### src/rtl/gonso_sequencer.sv
// gonso_sequencer: streams bytes out of SRAM port 1 to the bit serializer.
// A start latches the window [first..last] and a pass count. Each byte is
// fetched (cs1_n low), captured one cycle later, then presented on a
// valid/ready interface. Addresses wrap modulo 2^ASIZE.
// Build option GONSO_SEQ_PREFETCH_EN: the handshake cycle issues the next
// read directly, skipping FETCH for every byte but the first.
module gonso_sequencer #(
  parameter int ASIZE = 32
) (
  input  logic             clk,
  input  logic             reset,
  input  logic             controller_en,
  input  logic             start,
  input  logic [3:0]       w_count,
  input  logic [ASIZE-1:0] w_first,
  input  logic [ASIZE-1:0] w_last,
  output logic             progress,
  output logic             done,
  output logic             cs1_n,
  output logic [ASIZE-1:0] addr1,
  input  logic [7:0]       rdata1,
  output logic             byte_valid,
  output logic [7:0]       byte_data,
  input  logic             byte_ready
);

  typedef enum logic [1:0] {
    IDLE    = 2'd0,
    FETCH   = 2'd1,
    WAIT    = 2'd2,
    PRESENT = 2'd3
  } state_t;

  state_t           state_q;
  logic [ASIZE-1:0] first_q;
  logic [ASIZE-1:0] last_q;
  logic [ASIZE-1:0] cur_q;
  logic [ASIZE-1:0] addr1_q;
  logic [3:0]       passes_q;
  logic             progress_q;
  logic             done_q;
  logic             cs1_n_q;
  logic             byte_valid_q;
  logic [7:0]       byte_data_q;

  logic             start_ok;
  logic             handshake;
  logic             at_last;
  logic             more_d;
  logic [ASIZE-1:0] cur_d;
  logic [3:0]       passes_d;

  // Decode start acceptance, the handshake and the address/pass that follow it.
  always_comb begin
    start_ok  = (state_q == IDLE) && start && controller_en && (w_count != 4'd0);
    handshake = (state_q == PRESENT) && byte_valid_q && byte_ready;
    at_last   = (cur_q == last_q);
    // Another byte follows unless this was the last address of the last pass.
    more_d    = !at_last || (passes_q > 4'd1);
    cur_d     = at_last ? first_q : (cur_q + ASIZE'(1));
    passes_d  = at_last ? (passes_q - 4'd1) : passes_q;
  end

  // Sequencer FSM with registered outputs; controller_en low aborts from any state.
  always_ff @(posedge clk or posedge reset) begin
    if (reset) begin
      state_q      <= IDLE;
      first_q      <= '0;
      last_q       <= '0;
      cur_q        <= '0;
      addr1_q      <= '0;
      passes_q     <= 4'd0;
      progress_q   <= 1'b0;
      done_q       <= 1'b0;
      cs1_n_q      <= 1'b1;
      byte_valid_q <= 1'b0;
      byte_data_q  <= 8'h00;
    end else begin
      done_q <= 1'b0;
      if (!controller_en) begin
        // Abort: a handshake in this cycle still completes on the serializer
        // side, but nothing further is fetched and no done pulse is produced.
        state_q      <= IDLE;
        progress_q   <= 1'b0;
        cs1_n_q      <= 1'b1;
        byte_valid_q <= 1'b0;
      end else begin
        case (state_q)
          IDLE: begin
            if (start_ok) begin
              first_q    <= w_first;
              last_q     <= w_last;
              passes_q   <= w_count;
              cur_q      <= w_first;
              addr1_q    <= w_first;
              cs1_n_q    <= 1'b0;
              progress_q <= 1'b1;
              state_q    <= FETCH;
            end
          end
          FETCH: begin
            cs1_n_q <= 1'b1;
            state_q <= WAIT;
          end
          WAIT: begin
            byte_data_q  <= rdata1;
            byte_valid_q <= 1'b1;
            state_q      <= PRESENT;
          end
          PRESENT: begin
            if (handshake) begin
              byte_valid_q <= 1'b0;
              if (more_d) begin
                cur_q    <= cur_d;
                passes_q <= passes_d;
                addr1_q  <= cur_d;
`ifdef GONSO_SEQ_PREFETCH_EN
                // The read was already issued combinationally this cycle.
                state_q  <= WAIT;
`else
                cs1_n_q  <= 1'b0;
                state_q  <= FETCH;
`endif
              end else begin
                state_q    <= IDLE;
                progress_q <= 1'b0;
                done_q     <= 1'b1;
              end
            end
          end
          default: state_q <= IDLE;
        endcase
      end
    end
  end

`ifdef GONSO_SEQ_PREFETCH_EN
  // The next read overlaps the handshake cycle so rdata1 is ready in WAIT.
  // An abort in that cycle keeps the SRAM deselected.
  logic prefetch;
  assign prefetch = handshake && controller_en && more_d;
  assign cs1_n    = cs1_n_q & ~prefetch;
  assign addr1    = prefetch ? cur_d : addr1_q;
`else
  assign cs1_n    = cs1_n_q;
  assign addr1    = addr1_q;
`endif

  assign progress   = progress_q;
  assign done       = done_q;
  assign byte_valid = byte_valid_q;
  assign byte_data  = byte_data_q;

endmodule
### config.mk
export PLATFORM = sky130hd
export DESIGN_NAME = gonso_sequencer
export DESIGN_NICKNAME = d
export VERILOG_FILES = /design/src/rtl/gonso_sequencer.sv
export SDC_FILE = /design/constraint.sdc
export NUM_CORES = 1
export LEC_CHECK = 0
export CAP_MARGIN = 25
export CORE_ASPECT_RATIO = 0.75
export CORE_MARGIN = 3
export CORE_UTILIZATION = 55
export DETAILED_ROUTE_END_ITERATION = 8
export DONT_BUFFER_PORTS = 1
export PLACE_DENSITY = 0.75
export SLEW_MARGIN = 20
export SYNTH_ARGS = -nofsm -noshare
export SYNTH_HDL_FRONTEND = slang
export SYNTH_SLANG_ARGS = --single-unit
### constraint.sdc
create_clock -name clk -period 3.42 [get_ports clk]
set_input_delay 0.342 -clock clk [delete_from_list [all_inputs] [get_ports clk]]
set_output_delay 0.342 -clock clk [all_outputs]
set_load 0.005 [all_outputs]
After elaboration in Yosys (flattened, before gate mapping)
Index checks and enable logic that the tools add are counted.

word-level totals
  bits of input ports = 81
  RAM bits = 0
  register bits after elaboration = 114
  bits in latches = 0
  memory bits (read-only) = 0
  memories kept = 0
  word-level logic and storage cells = 78
  output and inout port bits = 44

cells by class
  magnitude comparators = 1
  eq/ne operators = 15
  divide/modulo/power cells = 0
  bitwise gates (word level) = 0
  reductions and logical operators = 18
  shift-type cells = 0
  $mul = 0
  mux-type cells = 32
  add/subtract/negate cells = 2

operator list
  cell                   count
  $mux 32                4
  $pmux 32 s2            1
  $add 32x1->32 const B  1
  $eq 32x32->1           1
  $mux 4                 4
  $mux 1                 15
  $ne 3x3->1 const B     4
  $ne 2x2->1 const B     4
  $pmux 2 s4             1
  $pmux 4 s2             1
  $reduce_and 4->1       2
  $mux 2                 3
  $ne 3x1->1 const B     2
  $reduce_and 2->1       3
  $reduce_and 6->1       1
  $logic_and 1x1->1      5
  $reduce_and 5->1       1
  $eq 2x2->1 const B     2
  $gt 4x1->1 const B     1
  $ne 4x1->1 const B     1
  $pmux 1 s2             2
  $reduce_bool 4->1      1
  $sub 4x1->4 const B    1
  $pmux 1 s3             1
  6 further kinds        6

Depth between registers and ports, before layout
  depth after elaboration = 7
  depth in mapped cells = 9
  gate-level depth less buffers = 7

Least setup slack after synthesis
No wires, ideal clock.

  kind = register to register
  from = register state_q[0]
  to = register addr1_q[10], in the netlist addr1[10]
  required time = 3.299 ns
  path buffers = 3
  period minus slack after synthesis = 2.235 ns
  setup slack = 1.185 ns
  arrival time = 2.114 ns
  stages on the path, launching flop included = 10
  library setup time = 0.121 ns
  cell sequence = dfrtp_1 > inv_1 > ha_1 > buf_2 > nand4_1 > a221oi_1 > buf_2 > clkbuf_1 > o211ai_1 > a22o_1

between the ends
  cells in the longest elaborated chain, start to end = 6
  elaborated cells between the ends (all ways) = 13
  those cells by class = eq/ne (4); mux (1); reduce/logical (8)

RTL lines
  what                               line    RTL
  start: declaration                 34      state_t state_q;
  start signal: assignment           67      state_q <= IDLE;
  start signal: assignment           83      state_q <= IDLE;
  start signal: assignment           98      state_q <= FETCH;
  $logic_not 2->1                    55, 88
  $logic_and 1x1->1 (3 in a row)     55      start_ok = (state_q == IDLE) && start && controller_en && (w_count != 4'd0);
  $ne 2x2->1 (no source line)        n/a
  $reduce_and 5->1 (no source line)  n/a
  end signal: assignment             95      addr1_q <= w_first;
  end signal: assignment             116     addr1_q <= cur_d;
  end: declaration                   38      logic [ASIZE-1:0] addr1_q;

Parallel ways exist; a longest one is shown, timed or not.
A chain may end at the register's enable or synchronous reset.

==> impl_results.md <==
* CP top delay family: simple AND/OR/NAND/NOR gates
* DRC violations left at 0
* Post-CTS Setup Repair Bufs at 0
* H-tree depth at 4
* Post-synth EDFFs at 0
* #FFs+latches synth at ~110
* Async SR Flop Fraction at 100%
* Flop2flop setup slack at 0.58 ns
* Worst r2r path cells at 7
* Crit path max fanout at 39
* Routed Antenna Nets at 0
* Antenna violations before repair at 0
* DRT Pass-1 Iters at 6
* Cells after synthesis at 598
* Data arrival, critical path at 3.13 ns
* GPL Wtd Cong at 0.947
* Top-area cell type share of the netlist area at 44.0%
* Clock Tree Root: clkbuf_16
* Cell taking the most area after synthesis: dfrtp_1
* RSZ-0062 raised after global routing: no
* Post-detail-place hpwl at 12700 um
* Total grt overflow at 0
* Max Cap Viol at 0
* Worst-path clk slew at around 0.06 ns
* Final hold vios at 31
* Main area contributors after synthesis: dfrtp_1 44%, mux2_2 13%, xor2_1 4.4%
* Synthesized area per cell at 10.8 um2
* Routed wire per std cell at 24.7 um
* GRT Total Usage at ~29%
* Vias per cell at 6.85
* FMAX at ~0.35 GHz
* Die area at 0.0130 mm2
* Crit end category: register
* Slew Viols, Final at 0
* Netlist cell types at 61
* Status: finished with violations
* TritonCTS clock tree: built
* Vias in the first global route at around 5000
* Post_cts resized at 0
* Num Clock Sinks at 114
* Critical path class: register to register
* Antenna Cells at 0
* Via Count at 5172
* YS warnings at 0
* Die height at roughly 100 um
* Layout cells sized above 1 at 25.7%
* Top FF cell, synth: dfrtp_1
* Die width at 131 um
* Commonest cells in the netlist: 113 x dfrtp_1, 73 x mux2_2, 32 x xor2_1, 31 x nor2_1, 28 x o211ai_1
* Post-Syn Area at 0.00643 mm2
* Failing checks: negative hold slack
* Crit path max-delay cell type: dfrtp_1
* Area Overhead vs Synth at 12.6%
* Slew @ Worst Pin at about 0.86 ns
* CP Cell Sequence: xor2_1, nor4_1, and4_1, buf_4, nand2_4, a311o_1, a32o_1
* Nets at 690
* First-iteration detailed-routing DRC count at between 600 and 700
* Final setup violation count at 0
* CTS buffer count at 17
* FP Rows at 33
* Max incr delay on CP at 0.47 ns
* FF-to-FF Start: addr1[29]
* Worst r2r dst: addr1[16]
* Fill cell count at 834
* Peak supply drop at 0.531 mV
* Buf/Inv on CP at 1
* First-pass GRT wire length at around 29000 um
* Sequential share of the synthesized area at approximately 44%
* Post-route clock period utilization at 83.1%
* Post-synth net total at 686
* Core area at 0.0111 mm2
* Slew margin rel. at 42.3%
* Count leader, synth: dfrtp_1
* # hold bufs at CTS at 0
* Final Hold Slack at -0.0330 ns
* Final Critical Period at roughly 2.8 ns
* Largest net degree at the start of global routing at 69
* CTS Buffer Depth at 2
* Skew-Pair Late Insertion Delay at 0.42 ns
* Routed WL at 18700 um
* Final Util at between 60% and 70%
* Pwr dens at approximately 930 mW/mm2
* Setup TNS Final at 0 ns
* Hold Crit Class: primary input to async pin
* # port buffers at 0
* CP Launch Type: register
* # IOs at 125
* Final Skew at 0.00969 ns
* Leakage at 3.03 nW
* Initial Util at between 50% and 60%
* CP required at 3.71 ns
state kept, by name, indices dropped and copies added, names as in the netlist, 2 cells and up:
signal	count
last_q	32
first_q	32
state_q	2
passes_q	4
addr1	32
byte_data	8
how the worst max path moves through the flow:
| stage | cells past startpoint | to | start | slack [ns] |
|---|---|---|---|---|
| floorplan | 1 | addr1[0] | reset | 0.06 |
| global placement | 7 | addr1[8] | state_q[0] | 0.75 |
| detailed placement | 7 | addr1[16] | addr1[29] | 0.64 |
| CTS | 7 | addr1[16] | addr1[29] | 0.62 |
| global route | 7 | addr1[8] | state_q[0] | 0.45 |
| finish | 7 | addr1[16] | addr1[29] | 0.58 |
layout by cell type (no fill, tap or decap), types with 5 or more instances in the layout:
| cell type | instances |
|---|---|
| dfrtp_1 | 113 |
| mux2_2 | 73 |
| xor2_1 | 32 |
| buf_4 | 32 |
| nor2_1 | 31 |
| o211ai_1 | 28 |
| nand3_1 | 27 |
| nand2_1 | 18 |
| and3_1 | 18 |
| inv_1 | 18 |
| clkbuf_16 | 17 |
| a22o_1 | 14 |
| a41oi_1 | 14 |
| nor2b_1 | 12 |
| nand4_1 | 11 |
| a21oi_1 | 9 |
| or2_2 | 8 |
| nor4_1 | 7 |
| o41ai_1 | 7 |
| o211a_1 | 7 |
| a32o_1 | 7 |
| o21ai_0 | 6 |
| a31oi_1 | 6 |
| o311a_1 | 6 |
| ha_1 | 6 |
| and2_1 | 5 |
| o32ai_1 | 5 |
| clkinvlp_4 | 5 |
per-stage QoR:
step | power [mW] | area [um2] | setup slack (ns) | instances
after floorplan | 4.17 | 6430 | 0.0639 | 598
after CTS | 6.72 | 7240 | 0.618 | 755
final | 6.74 | 7240 | 0.580 | 755
after global routing | 7.08 | 7240 | 0.445 | 755
after detailed placement | 4.99 | 6660 | 0.643 | 723
after global placement | 4.91 | 6660 | 0.746 | 723
layout make-up:
class	instances	area [um2]	area share [%]
Sequential cell	114	2850	39.4
Inverter	20	77.6	1.07
Clock buffer	21	470	6.50
Clock inverter	11	104	1.43
Timing Repair Buffer	34	280	3.87
Multi-Input combinational cell	415	3280	45.3
Tap cell	140	175	2.42
power by group:
part | leakage [nW] | switching, mW | internal [mW]
Clock | 0.268 | 0.644 | 1.06
Combinational | 1.40 | 1.24 | 1.16
Sequential | 1.37 | 0.618 | 2.02
Total | 3.03 | 2.50 | 4.24
metal layers:
| metal | share of wire, % | track usage, % | vias to the layer above |
|---|---|---|---|
| met2 | 45 | 42.7 | 295 |
| met4 | 1.4 | 7.04 | 0 |
| met5 | 0 | 0 | - |
| met1 | 42 | 41.4 | 2561 |
| li1 | - | - | 2286 |
| met3 | 11 | 9.93 | 30 |
cell families after synthesis:
family,after synthesis,synth area share [%]
AND/OR/NAND/NOR,157,13.4
adder cells (fa/ha/maj),7,1.36
multiplexers,74,13.0
XOR/XNOR,33,4.50
AO/OA/AOI/OAI,144,18.4
flip-flops,114,44.4
buffers and inverters,69,5.04
Power figures use the tool's default switching activity.
